==> config.mk <==
export PLATFORM = sky130hd
export DESIGN_NAME = fetch_sequencer
export DESIGN_NICKNAME = d
export VERILOG_FILES = /design/src/rtl/fetch_sequencer.sv
export SDC_FILE = /design/constraint.sdc
export NUM_CORES = 1
export LEC_CHECK = 0
export ABC_CLOCK_PERIOD_IN_PS = 1900
export CAP_MARGIN = 15
export CORE_ASPECT_RATIO = 1.5
export CORE_MARGIN = 2
export CORE_UTILIZATION = 41
export CTS_CLUSTER_DIAMETER = 30
export DETAILED_ROUTE_END_ITERATION = 10
export PLACE_DENSITY = 0.77
export SETUP_SLACK_MARGIN = 0.4
export SLEW_MARGIN = 5
export SYNTH_ARGS = -nofsm -noshare
export SYNTH_HDL_FRONTEND = slang
export SYNTH_SLANG_ARGS = --single-unit
==> constraint.sdc <==
create_clock -name clock -period 1.9 [get_ports clock]
set_clock_uncertainty 0.05 [all_clocks]
set_input_delay 0.57 -clock clock [delete_from_list [all_inputs] [get_ports clock]]
set_output_delay 0.57 -clock clock [all_outputs]
set_load 0.02 [all_outputs]
==> src/rtl/fetch_sequencer.sv <==
// fetch_sequencer: five-phase one-hot sequencer, program counter and
// instruction register for the 16-bit multi-cycle CPU.
// Optional feature: define FETCH_SEQUENCER_HALT_EN to make the HALT
// instruction (class 11, opcode 1111) freeze the sequencer in P5.
module fetch_sequencer (
  input  logic        clock,
  input  logic        reset,
  input  logic [15:0] mem_data,
  input  logic [15:0] pc_load,
  input  logic        pc_load_en,
  input  logic        pc_hold,
  output logic [4:0]  phase,
  output logic [15:0] pc,
  output logic [15:0] ir,
  output logic        halted
);

  typedef enum logic [4:0] {
    P1 = 5'b00001,
    P2 = 5'b00010,
    P3 = 5'b00100,
    P4 = 5'b01000,
    P5 = 5'b10000
  } phase_t;

  phase_t      r_phase;
  phase_t      w_phase_next;
  logic [15:0] r_pc;
  logic [15:0] r_ir;
  logic        w_stop;    // stay in P5 instead of wrapping to P1
  logic        w_frozen;  // block branch loads once halted

`ifdef FETCH_SEQUENCER_HALT_EN
  logic r_halted;
  logic w_is_halt;

  assign w_is_halt = (r_ir[15:14] == 2'b11) && (r_ir[7:4] == 4'b1111);
  assign w_stop    = w_is_halt;
  assign w_frozen  = r_halted;

  // Halt flag: set at the end of P5 of a HALT instruction, cleared only by reset
  always_ff @(posedge clock) begin
    if (reset)
      r_halted <= 1'b0;
    else if (r_phase == P5 && w_is_halt)
      r_halted <= 1'b1;
  end

  assign halted = r_halted;
`else
  assign w_stop   = 1'b0;
  assign w_frozen = 1'b0;
  assign halted   = 1'b0;
`endif

  // Phase register
  always_ff @(posedge clock) begin
    if (reset)
      r_phase <= P1;
    else
      r_phase <= w_phase_next;
  end

  // Phase ring successor; P5 holds only when a HALT is being executed
  always_comb begin
    w_phase_next = r_phase;
    case (r_phase)
      P1:      w_phase_next = P2;
      P2:      w_phase_next = P3;
      P3:      w_phase_next = P4;
      P4:      w_phase_next = P5;
      P5:      w_phase_next = w_stop ? P5 : P1;
      default: w_phase_next = P1;
    endcase
  end

  // Program counter: increment at the end of P1, branch load at the end of P5
  always_ff @(posedge clock) begin
    if (reset)
      r_pc <= 16'h0000;
    else if (r_phase == P1 && !pc_hold)
      r_pc <= r_pc + 16'd1;
    else if (r_phase == P5 && pc_load_en && !w_frozen)
      r_pc <= pc_load;
  end

  // Instruction register: capture the fetched word at the end of P1
  always_ff @(posedge clock) begin
    if (reset)
      r_ir <= 16'h0000;
    else if (r_phase == P1)
      r_ir <= mem_data;
  end

  assign phase = r_phase;
  assign pc    = r_pc;
  assign ir    = r_ir;

endmodule

==> run metrics <==
M3 GR Usage under 10%; fin crit share 91.8%; I/O pin cnt between 70 and 80; Yosys reg bits 37; Top FF cell, synth dfxtp_1; Remaining Overflow, GRT 0; Clock power frac 26.9%; unrepaired setup endpoints after global routing true; fillers approximately 290; Netlist Area Pre-Place approximately 1700 um^2; Yosys top cell area share between 40% and 50%; fin area 3080 um^2; async set-reset flop share out of synthesis 0%; Setup crit end kind flip-flop; vias in the first global route just under 2k; crit path DAT 1.91 ns; P_int between 1000 and 1500 uW; final hold viol count 0; Worst EP required 2.06 ns; Fmax roughly 570 MHz; Core Region between 3000 and 4000 um^2; Startpoint Class flip-flop; Seq/Total Area, Yosys 44.0%; leak pwr 0.00127 uW; CP max FO 6; hold path start ir[2]$_SDFFE_PP0N_; GR peak layer met2; worst-skew pair later-pin latency roughly 0.29 ns; most frequent cells after synthesis nand2_1, dfxtp_1, a21oi_1; DR vias between 2k and 2.5k; Peak VDD IR 0.000747 V; synth top area cells dfxtp_1, nand2_1, a21oi_1; dpl hpwl 3410 um; kind of cell adding the most delay to the critical path simple AND/OR/NAND/NOR gates; fin nets 360; area of placed instances 2580 um^2; PwrDens ~700 nW/um^2; Non-Filler Instances 369; DIE HEIGHT 82.5 um; Tmin final around 1.7 ns; antenna fix cells 0; Reg2Reg Depth 5; Hold Path Sink ir[2]$_SDFFE_PP0N_; cells after synthesis approximately 210; FF-to-FF setup slack between 0.15 and 0.2 ns; first-pass GRT wire length 9010 um; # DRC 0; Total GRT Usage 24.6%; Sequential Power Share between 40% and 50%; final setup fails 0; R2R Path End pc[13]$_SDFFE_PP0P_; Max Cap Violations 0; DR WL/cell between 15 and 20 um; Ys Warns 0; cts bufs inserted 5; Slew Limit Fails 0; Cell variety after synth 38; CTS Sinks 37; leading area contributor after synthesis dfxtp_1; CTS clk-pin slew, worst paths approximately 0.080 ns; hold_buf cts 0; Via-to-Cell Ratio about 5.7; IO Port Bufs 72; Setup TNS Final 0 ns; WS Path Type flip-flop to flip-flop; clock buffer depth 2; status completed; GR Util met2 between 40 and 50%; HP Class flip-flop to flip-flop; EDFF count, synth 0; WL final 6050 um; antenna violations before repair 0; M1 GR Usage about a quarter; CP peak stage delay 0.52 ns; ratio of cells with drive above 1 in the final layout 50.0%; # rows 28; worst setup margin 0.156 ns; Inst Count DP ~330; Initial Utilization a little over two fifths; RR Startpoint pc[5]$_SDFFE_PP0P_; syn_area_per_cell 8.17 um^2; Antenna Violating Nets Remaining 0; CP max stage cell or4_1; Net Sw Power 679 uW; Sw Share 31.7%; die width between 50 and 60 um; gpl congestion 0.832; initial DRC count just under 90; area growth from synthesis to layout 83.0%; die area around 4600 um^2; TritonCTS clock tree done; cell depth of the worst hold path 2; fin util between 70% and 80%; CP Cell Sequence and4_4 -> nand4_1 -> buf_6 -> or4_1 -> a31oi_1; H-tree levels 2; largest net degree at the start of global routing 19; Combinational Power Share about a third; Synthesized Nets between 200 and 250; Pre-antenna DRT Iters 4; most common cell in the netlist nand2_1; Post-Place Worst Slack -0.373 ns; Root Buffer clkbuf_8; Buffers & Inverters on Critical Path 1
placed cells by master (no fill, tap or decap), types with 7 or more instances in the layout:
cell type	synthesis	final
nand2_2	0	8
a21oi_1	19	7
clkdlybuf4s50_1	0	33
nand2_1	51	32
dfxtp_2	0	7
dfxtp_1	37	22
dfxtp_4	0	8
a31oi_1	11	10
nand2_4	0	11
buf_4	2	32
o211ai_1	7	7
buf_6	0	18
buf_2	2	34
a21oi_2	0	12
power by group through the flow:
stage / Combinational [uW] / Sequential, uW / Clock, uW
4_1_cts: 571 / 867 / 578
5_1_grt: 743 / 876 / 609
3_3_place_gp: 523 / 899 / 0
2_1_floorplan: 194 / 976 / 0
6_report: 698 / 869 / 577
3_5_place_dp: 526 / 903 / 0
state kept, by name, indices dropped and copies added, names as in the netlist:
signal	count
pc	16
ir	16
phase	5
per-stage QoR:
step	hold slack (ns)	power, uW
global placement	0.390	1420
detailed placement	0.396	1430
global route	0.425	2230
finish	0.407	2140
CTS	0.403	2020
floorplan	0.474	1170
worst reg2reg max path: stages (launching register included):
cell and delay [ns]:
dfxtp_4 0.36, and4_4 0.22, nand4_1 0.17, buf_6 0.19, or4_1 0.52, a31oi_1 0.14
what timing repair did:
item                                    CTS  global route
buffers inserted                         23             7
pin swaps                                21            41
gates cloned                              3             1
endpoints found under the setup margin   69            42
gates resized for setup                 181            65
how the worst max path moves through the flow:
stage | from | endpoint | slack, ns | cells after the start
final | pc[5]$_SDFFE_PP0P_ | pc[13]$_SDFFE_PP0P_ | 0.16 | 5
after global routing | phase[2]$_SDFF_PP0_ | pc[11]$_SDFFE_PP0P_ | 0.10 | 4
after CTS | phase[4]$_SDFF_PP0_ | pc[13]$_SDFFE_PP0P_ | 0.24 | 4
after detailed placement | pc_hold | pc[13]$_SDFFE_PP0P_ | -0.37 | 5
after global placement | pc_hold | pc[10]$_SDFFE_PP0P_ | -0.34 | 5
after floorplan | pc_hold | pc[10]$_SDFFE_PP0P_ | 0.17 | 4
layout make-up:
cell class	instances	area (um^2)	area share, %
flip-flops and latches	37	779	25.3
clock buffers	8	90.1	2.93
repair buffers	122	1010	32.8
multi-input cells	153	1130	36.7
well taps	45	56.3	1.83
inverters	4	15.0	0.488
logic make-up after synthesis:
| family | count (synthesis) | synth area share, % |
|---|---|---|
| buffers and inverters | 16 | 4.16 |
| and+or+nand+nor | 100 | 31.2 |
| AOI/OAI and AO/OA | 50 | 19.2 |
| other | 1 | 0.223 |
| xor gates and xnor gates | 1 | 0.521 |
| adders and majority gates | 1 | 0.743 |
| DFF | 37 | 44.0 |
per-layer routing:
metal / up-vias / routed length, um
met1: 991 / 2240
met5: - / 0
met3: 15 / 342
li1: 987 / -
met2: 94 / 3350
met4: 0 / 117
Note: power is estimated with default switching activity, not from simulation.
